File: src/rtl/muldiv_unit.sv
// Multiply/divide unit owning HI/LO: iterative MULT/MULTU/DIVU (one bit per cycle) plus MTHI/MTLO/MFHI/MFLO.
// Optional macro MULDIV_SINGLE_CYCLE_MUL_EN swaps the iterative multiply for a one-cycle combinational one.
`ifndef ALU_CONTROL_LENGTH
`define ALU_CONTROL_LENGTH 5
`endif
`ifndef ALU_CONTROL_NOP
`define ALU_CONTROL_NOP 5'd0
`endif
`ifndef ALU_CONTROL_MULT
`define ALU_CONTROL_MULT 5'd13
`endif
`ifndef ALU_CONTROL_MULTU
`define ALU_CONTROL_MULTU 5'd14
`endif
`ifndef ALU_CONTROL_DIVU
`define ALU_CONTROL_DIVU 5'd15
`endif
`ifndef ALU_CONTROL_MFHI
`define ALU_CONTROL_MFHI 5'd16
`endif
`ifndef ALU_CONTROL_MFLO
`define ALU_CONTROL_MFLO 5'd17
`endif
`ifndef ALU_CONTROL_MTHI
`define ALU_CONTROL_MTHI 5'd18
`endif
`ifndef ALU_CONTROL_MTLO
`define ALU_CONTROL_MTLO 5'd19
`endif

module muldiv_unit #(
  parameter int XLEN  = 32,
  parameter int CNT_W = 5
) (
  input  logic                           clk,
  input  logic                           rst,
  input  logic                           start,
  input  logic [`ALU_CONTROL_LENGTH-1:0] alu_control,
  input  logic [XLEN-1:0]                src_a,
  input  logic [XLEN-1:0]                src_b,
  input  logic                           flush,
  output logic                           busy,
  output logic                           done,
  output logic [XLEN-1:0]                hilo_rdata,
  output logic [XLEN-1:0]                hi,
  output logic [XLEN-1:0]                lo
);

  typedef enum logic {S_IDLE, S_RUN} state_t;

  state_t              r_state;
  state_t              w_state_nxt;
  logic [CNT_W-1:0]    r_cnt;
  logic [XLEN-1:0]     r_acc_hi;
  logic [XLEN-1:0]     r_acc_lo;
  logic [XLEN-1:0]     r_opnd;
  logic                r_is_div;
  logic                r_neg;
  logic [XLEN-1:0]     r_hi;
  logic [XLEN-1:0]     r_lo;
  logic                r_done;

  logic                w_is_mult;
  logic                w_is_mul;
  logic                w_is_div;
  logic                w_accept;
  logic                w_go_run;
  logic [XLEN:0]       w_sum;
  logic [XLEN:0]       w_madd;
  logic [2*XLEN-1:0]   w_mul_step;
  logic [XLEN:0]       w_shrem;
  logic [XLEN:0]       w_trial;
  logic                w_div_ok;
  logic [2*XLEN-1:0]   w_div_step;
  logic [2*XLEN-1:0]   w_step;
  logic [2*XLEN-1:0]   w_final;

  assign w_is_mult = (alu_control == `ALU_CONTROL_MULT);
  assign w_is_mul  = w_is_mult || (alu_control == `ALU_CONTROL_MULTU);
  assign w_is_div  = (alu_control == `ALU_CONTROL_DIVU);
  // flush in IDLE cancels any same-cycle request, including MTHI/MTLO
  assign w_accept  = (r_state == S_IDLE) && start && !flush;

`ifdef MULDIV_SINGLE_CYCLE_MUL_EN
  logic [2*XLEN-1:0] w_ext_a;
  logic [2*XLEN-1:0] w_ext_b;
  logic [2*XLEN-1:0] w_prod;

  assign w_ext_a  = w_is_mult ? {{XLEN{src_a[XLEN-1]}}, src_a} : {{XLEN{1'b0}}, src_a};
  assign w_ext_b  = w_is_mult ? {{XLEN{src_b[XLEN-1]}}, src_b} : {{XLEN{1'b0}}, src_b};
  assign w_prod   = w_ext_a * w_ext_b;
  assign w_go_run = w_accept && w_is_div;
`else
  logic [XLEN-1:0] w_abs_a;
  logic [XLEN-1:0] w_abs_b;
  logic            w_neg;

  // 0x80000000 negates to itself, which read unsigned is the wanted 2^31
  assign w_abs_a  = (w_is_mult && src_a[XLEN-1]) ? -src_a : src_a;
  assign w_abs_b  = (w_is_mult && src_b[XLEN-1]) ? -src_b : src_b;
  assign w_neg    = w_is_mult && (src_a[XLEN-1] ^ src_b[XLEN-1]);
  assign w_go_run = w_accept && (w_is_mul || w_is_div);
`endif

  // Shift-add: multiplier sits in acc_lo and drains out the bottom as product bits shift in
  assign w_sum      = {1'b0, r_acc_hi} + {1'b0, r_opnd};
  assign w_madd     = r_acc_lo[0] ? w_sum : {1'b0, r_acc_hi};
  assign w_mul_step = {w_madd, r_acc_lo[XLEN-1:1]};

  // Restoring divide: a set top bit in the shifted remainder always beats the divisor
  assign w_shrem    = {r_acc_hi, r_acc_lo[XLEN-1]};
  assign w_trial    = w_shrem - {1'b0, r_opnd};
  assign w_div_ok   = w_shrem[XLEN] || !w_trial[XLEN];
  assign w_div_step = {(w_div_ok ? w_trial[XLEN-1:0] : w_shrem[XLEN-1:0]),
                       r_acc_lo[XLEN-2:0], w_div_ok};

  assign w_step  = r_is_div ? w_div_step : w_mul_step;
  assign w_final = r_neg ? -w_step : w_step;

  always_comb begin
    w_state_nxt = r_state;
    case (r_state)
      S_IDLE: if (w_go_run) w_state_nxt = S_RUN;
      S_RUN:  if (flush || (r_cnt == '0)) w_state_nxt = S_IDLE;
      default: w_state_nxt = S_IDLE;
    endcase
  end

  always_ff @(posedge clk) begin
    if (rst) begin
      r_state  <= S_IDLE;
      r_cnt    <= '0;
      r_acc_hi <= '0;
      r_acc_lo <= '0;
      r_opnd   <= '0;
      r_is_div <= 1'b0;
      r_neg    <= 1'b0;
      r_hi     <= '0;
      r_lo     <= '0;
      r_done   <= 1'b0;
    end else begin
      r_state <= w_state_nxt;
      r_done  <= 1'b0;
      if (r_state == S_IDLE) begin
        if (w_accept) begin
          case (alu_control)
            `ALU_CONTROL_MTHI: r_hi <= src_a;
            `ALU_CONTROL_MTLO: r_lo <= src_a;
            `ALU_CONTROL_MULT, `ALU_CONTROL_MULTU: begin
`ifdef MULDIV_SINGLE_CYCLE_MUL_EN
              r_hi   <= w_prod[2*XLEN-1:XLEN];
              r_lo   <= w_prod[XLEN-1:0];
              r_done <= 1'b1;
`else
              r_cnt    <= CNT_W'(XLEN - 1);
              r_acc_hi <= '0;
              r_acc_lo <= w_abs_b;
              r_opnd   <= w_abs_a;
              r_is_div <= 1'b0;
              r_neg    <= w_neg;
`endif
            end
            `ALU_CONTROL_DIVU: begin
              r_cnt    <= CNT_W'(XLEN - 1);
              r_acc_hi <= '0;
              r_acc_lo <= src_a;
              r_opnd   <= src_b;
              r_is_div <= 1'b1;
              r_neg    <= 1'b0;
            end
            default: ;
          endcase
        end
      end else if (!flush) begin
        r_acc_hi <= w_step[2*XLEN-1:XLEN];
        r_acc_lo <= w_step[XLEN-1:0];
        r_cnt    <= r_cnt - 1'b1;
        if (r_cnt == '0) begin
          r_hi   <= w_final[2*XLEN-1:XLEN];
          r_lo   <= w_final[XLEN-1:0];
          r_done <= 1'b1;
        end
      end
    end
  end

  // MFHI/MFLO read the architectural registers, never the in-flight accumulator
  always_comb begin
    hilo_rdata = '0;
    if (alu_control == `ALU_CONTROL_MFHI)      hilo_rdata = r_hi;
    else if (alu_control == `ALU_CONTROL_MFLO) hilo_rdata = r_lo;
  end

  assign busy = (r_state == S_RUN);
  assign done = r_done;
  assign hi   = r_hi;
  assign lo   = r_lo;

endmodule

File: config.mk
export PLATFORM = sky130hd
export DESIGN_NAME = muldiv_unit
export DESIGN_NICKNAME = d
export VERILOG_FILES = /design/src/rtl/muldiv_unit.sv
export SDC_FILE = /design/constraint.sdc
export NUM_CORES = 1
export LEC_CHECK = 0
export ABC_AREA = 1
export BUFFER_PORTS_ARGS = -buffer_cell sky130_fd_sc_hd__buf_4
export CORE_ASPECT_RATIO = 1.5
export CORE_MARGIN = 4
export CORE_UTILIZATION = 63
export CTS_BUF_LIST = sky130_fd_sc_hd__clkbuf_8
export CTS_CLUSTER_SIZE = 24
export DETAILED_ROUTE_END_ITERATION = 12
export HOLD_SLACK_MARGIN = 0.02
export PLACE_DENSITY = 0.84
export SYNTH_ARGS = -nofsm -noshare
export SYNTH_HDL_FRONTEND = slang
export SYNTH_SLANG_ARGS = --single-unit
File: constraint.sdc
create_clock -name clk -period 5.13 [get_ports clk]
set_input_delay 0.513 -clock clk [delete_from_list [all_inputs] [get_ports clk]]
set_output_delay 0.513 -clock clk [all_outputs]
set_load 0.01 [all_outputs]
==> results by group, run 1 <==
Synth
  • Synth top area cells: dfxtp_1 (19%), nand2_1 (18%), inv_1 (12%), nor2_1 (7.1%), nand3_1 (6.7%)
  • Post-synth EDFFs: 0
  • Post-synthesis sequential area ratio: 19.5%
  • Area fraction in compound gates after synthesis: between 10% and 20%
  • #FFs+latches synth: approximately 170
  • Synth top area share: about a fifth
  • Syn_nets: 3267
  • Multiplexer share of the synthesized area: 0%
  • Mapped cell area: between 15000 and 20000 sq um
  • Synth unique cells: 60
  • Most common flop cell mapped by yosys: dfxtp_1
  • Share of flip-flops with an asynchronous set or reset: 0%
  • Post-Synth Adder-Cell Area: between 5 and 6%
  • Syn avg cell area: between 5 and 6 sq um
  • Largest family of logic cells by synthesized area: simple AND/OR/NAND/NOR gates
  • Synth warn: 0
  • Syn Inst Count: ~3100
  • Synth Area in XOR/XNOR: under 10%
  • Simple-Gate Fraction of Synth Area: a little under two fifths
  • Area leader, netlist: dfxtp_1

Floorplanning
  • Die H: 211 um
  • Width of the die: approximately 140 um
  • Initial Util: between 60% and 70%
  • Io pins: approximately 170
  • # rows: 74

Global routing
  • Largest net degree at the start of global routing: 69
  • First-pass GRT wire length: around 130 mm
  • Vias in the first global route: approximately 23000
  • Overall routing resource usage: about 54%
  • Grt total ovfl: 4

Run status
  • Status: aborted with a tool error
  • Stopped at: global routing
  • Stop err: [ERROR GRT-0116] Global routing finished with congestion. Check the congestion regions in the DRC Viewer.

CTS
  • Cts repair resizes: 0
  • # clock sinks: about 170
  • CTS root buf: clkbuf_8
  • Hold-fix buffer count after cts: 0
  • Total CTS buffers: 17
  • Max Buffers Root-to-Sink: 2
  • Post-CTS setup buffers: 0
  • H-tree depth: 4

Placement
  • Pre-CTS setup slack: between 0.6 and 0.7 ns
  • Port bufs: 170
  • Gp weighted congestion: 1.26
  • Post-DP HPWL: 63.1 mm
  • Placed instance count: approximately 3500
## stage by stage
step                area [sq um]  hold slack, ns
detailed placement         18800           0.472
CTS                        19200           0.325
global placement           18800           0.465
floorplan                  17400           0.443
## metal layers
metal,track usage (%),overflow
met5,0,0
met4,59.6,2
met3,19.9,0
met2,82.6,2
met1,53.8,0
## cells in the mapped netlist, drive strengths merged, types with 2 or more instances
cell	number
nand3b	6
nor4	5
ha	69
xnor2	9
o21bai	4
nor2	352
nor3b	2
a221o	2
nand2	857
xor2	42
o21a	6
inv	562
nand3	239
dfxtp	169
nand4	35
o31ai	7
clkinv	4
a21o	2
clkbuf	83
o32ai	6
o22ai	72
and3	2
o221ai	20
or2	10
nor3	45
a41oi	3
a21oi	198
a221oi	13
fa	2
o21ai	196
a311oi	5
o211ai	19
o311ai	4
and2	8
a31oi	25
buf	32
a211oi	4
## cell families after synthesis
group                      Yosys count
AOI/OAI and AO/OA                  589
xor gates and xnor gates            51
adders and majority gates           71
buffers and inverters              681
DFF                                169
and+or+nand+nor                   1562
==> inputs of run 2 (changes only) <==
==> config.mk (replaced) <==
export PLATFORM = sky130hd
export DESIGN_NAME = muldiv_unit
export DESIGN_NICKNAME = d
export VERILOG_FILES = /design/src/rtl/muldiv_unit.sv
export SDC_FILE = /design/constraint.sdc
export NUM_CORES = 1
export LEC_CHECK = 0
export ABC_AREA = 1
export BUFFER_PORTS_ARGS = -buffer_cell sky130_fd_sc_hd__buf_4
export CORE_MARGIN = 4
export CORE_UTILIZATION = 40
export DETAILED_ROUTE_END_ITERATION = 12
export PLACE_DENSITY_LB_ADDON = 0.15
export SYNTH_ARGS = -nofsm -noshare
export SYNTH_HDL_FRONTEND = slang
export SYNTH_SLANG_ARGS = --single-unit
==> results by group, run 2 <==
Drt
  • Final wirelength: between 80 and 90 mm
  • Drt pass-1 iters: 6
  • Routed vias: approximately 21000
  • Vias per Instance: 5.61
  • Starting DRC count in detailed routing: between 2000 and 2500
  • Antenna Violating Nets Remaining: 0
  • Drc violations: 0
  • Drt wl/cell: about 23 um

Floorplanning
  • # rows: 76
  • Die area: roughly 47000 sq um
  • Io pins: 171
  • Initial Util: 40.4%
  • Core area: between 40000 and 50000 sq um
  • Width of the die: between 200 and 250 um
  • Die H: approximately 220 um

Global routing
  • First-pass GRT wire length: roughly 130 mm
  • Number of antenna violations at the first check in global routing: 7
  • Overall routing resource usage: a little under two fifths
  • Vias in the first global route: 20100
  • Grt total ovfl: 0
  • Largest net degree at the start of global routing: 69

Final layout
  • Most common cell after layout, fill and taps aside: nand2_1
  • Layout Utilization: 45.9%
  • Most frequent cells in the layout: nand2_1 (843), inv_1 (550), nor2_1 (329)
  • Area growth, synth to finish: 13.5%
  • Share of cells above drive strength 1: a little under 10%
  • NumNets Final: roughly 3400
  • Non-Filler Instances: between 3000 and 4000

Pwr
  • Peak supply drop: between 150 and 200 uV
  • Leakage: ~0.01 uW
  • Internal power component: around 2300 uW
  • Seq pwr share: between 30% and 40%
  • Sw Ratio: around 36%
  • Combinational share of power: 23.5%
  • P_sw: between 1000 and 1500 uW
  • Pwr Total: 3630 uW
  • PwrDens: roughly 180 nW/um^2
  • Clock network power share: approximately two fifths

Setup path
  • CP required: ~5.5 ns
  • Crit path DAT: ~5.0 ns
  • Worst reg2reg startpoint: r_opnd[27]$_SDFFE_PP0P_
  • Critical path buffer and inverter count: 2
  • Worst setup SP type: flip-flop
  • Crit Path Class: flip-flop to flip-flop
  • Reg2reg setup slack: 0.58 ns
  • CP delay by family, top: simple AND/OR/NAND/NOR gates
  • Setup crit end kind: flip-flop
  • Reg2Reg Depth: 26
  • Cell depth of the worst setup path: 26
  • Critical Path Slowest Stage Cell: a21oi_4
  • Reg2reg end: hi[30]$_SDFFE_PP0P_
  • CP peak stage delay: about 0.37 ns
  • Crit path max fanout: 11

Min path
  • HP Start: src_b[1]
  • Worst hold endpoint: r_opnd[1]$_SDFFE_PP0P_
  • Hold depth: 3
  • Worst Hold Class: input pin to flip-flop

Synth
  • Post-synth EDFFs: 0
  • Most instantiated cells after synthesis: nand2_1 (844), inv_1 (552), nor2_1 (330), nand3_1 (232), a21oi_1 (195)
  • Synth top area share: about a fifth
  • Synth top area cells: dfxtp_1 (19%), nand2_1 (18%), inv_1 (12%), nor2_1 (7.1%), nand3_1 (6.7%)
  • Area leader, netlist: dfxtp_1
  • Synth warn: 0
  • Syn avg cell area: 5.57 sq um
  • Count leader, synth: nand2_1
  • #FFs+latches synth: 169
  • Syn Inst Count: approximately 3100
  • Most common flop cell mapped by yosys: dfxtp_1
  • Syn_nets: around 3300
  • Share of flip-flops with an asynchronous set or reset: 0%
  • Mapped cell area: 17400 sq um
  • Post-synthesis sequential area ratio: between 15 and 20%
  • Synth unique cells: 60

CTS
  • # clock sinks: roughly 170
  • Cts repair resizes: 0
  • Max Buffers Root-to-Sink: 2
  • Clock latency on the worst-skew pair: 0.49 ns
  • Post-CTS setup buffers: 0
  • CTS tree: built
  • H-tree depth: 4
  • Total CTS buffers: 17
  • Clock slew at reported path FFs: 0.08 ns
  • CTS root buf: clkbuf_16
  • Hold-fix buffer count after cts: 0

STA
  • Hold WS: about 0.38 ns
  • Slew Viols, Final: 0
  • Final min period: around 4.5 ns
  • Final worst path period share: 88.7%
  • Final Hold Fails: 0
  • Setup total negative slack: 0 ns
  • Worst slew margin: 18.2%
  • Fmax achieved: between 200 and 250 MHz
  • Setup violations, final: 0
  • Worst Skew: ~0.015 ns
  • Worst Tran Pin Value: 1.22 ns
  • RSZ-0062 raised after global routing: false

Flow run
  • Max_cap viols: 0

Placement
  • Gp weighted congestion: between 1 and 1.5
  • Port bufs: 170
  • Placed instance count: between 3000 and 4000
  • Post-DP HPWL: 72.8 mm

Run status
  • Status: finished, final reports clean
run 2: cell counts after synthesis:
Identical to the previous run, type by type.
run 2: final cells by class:
class / count / area [sq um]
fill: 4845 / 23300
timing repair buffer: 197 / 1480
multi-input combinational: 2273 / 11400
antenna: 1 / 2.50
sequential: 169 / 3390
clock inverter: 15 / 196
tap: 585 / 732
clock buffer: 17 / 425
inverter: 566 / 2120
run 2: cell families after synthesis:
family | after synthesis | share of synthesized area, %
compound gates | 589 | 19.8
flops | 169 | 19.5
simple gates | 1562 | 37.8
buf+inv | 681 | 15.2
xor+xnor | 51 | 2.57
fa+ha+maj | 71 | 5.20
run 2: power groups by stage:
stage,logic (uW),registers (uW),clock network [uW]
2_1_floorplan,508,1370,0
3_3_place_gp,828,1370,0
3_5_place_dp,827,1370,0
4_1_cts,829,1340,1460
5_1_grt,917,1340,1500
6_report,852,1340,1440
run 2: metal layers:
| layer | routed length [um] | global-route usage [%] |
|---|---|---|
| met1 | 35200 | 45.0 |
| met2 | 40000 | 59.5 |
| met3 | 6690 | 7.05 |
| met4 | 7120 | 24.3 |
| met5 | 77 | 0 |
run 2: how the worst max path moves through the flow:
| stage | from | endpoint | slack [ns] |
|---|---|---|---|
| final | r_opnd[27]$_SDFFE_PP0P_ | hi[30]$_SDFFE_PP0P_ | 0.58 |
| after global routing | r_opnd[19]$_SDFFE_PP0P_ | hi[30]$_SDFFE_PP0P_ | 0.09 |
| after CTS | r_opnd[27]$_SDFFE_PP0P_ | hi[30]$_SDFFE_PP0P_ | 0.55 |
| after detailed placement | r_opnd[27]$_SDFFE_PP0P_ | hi[30]$_SDFFE_PP0P_ | 0.57 |
| after global placement | r_opnd[18]$_SDFFE_PP0P_ | hi[22]$_SDFFE_PP0P_ | 0.72 |
| after floorplan | r_opnd[27]$_SDFFE_PP0P_ | hi[16]$_SDFFE_PP0P_ | 1.72 |
run 2: worst min-delay path, stage by stage:
cell	delay (ns)
buf_4	0.14
nand3_1	0.08
a31oi_1	0.08
run 2: metrics by stage:
step                setup slack (ns)  cell area (sq um)
global placement               0.717              19100
detailed placement             0.573              19100
finish                         0.581              19700
floorplan                       1.72              17400
CTS                            0.554              19700
global route                  0.0881              19700
(Power assumes the default switching activity.)
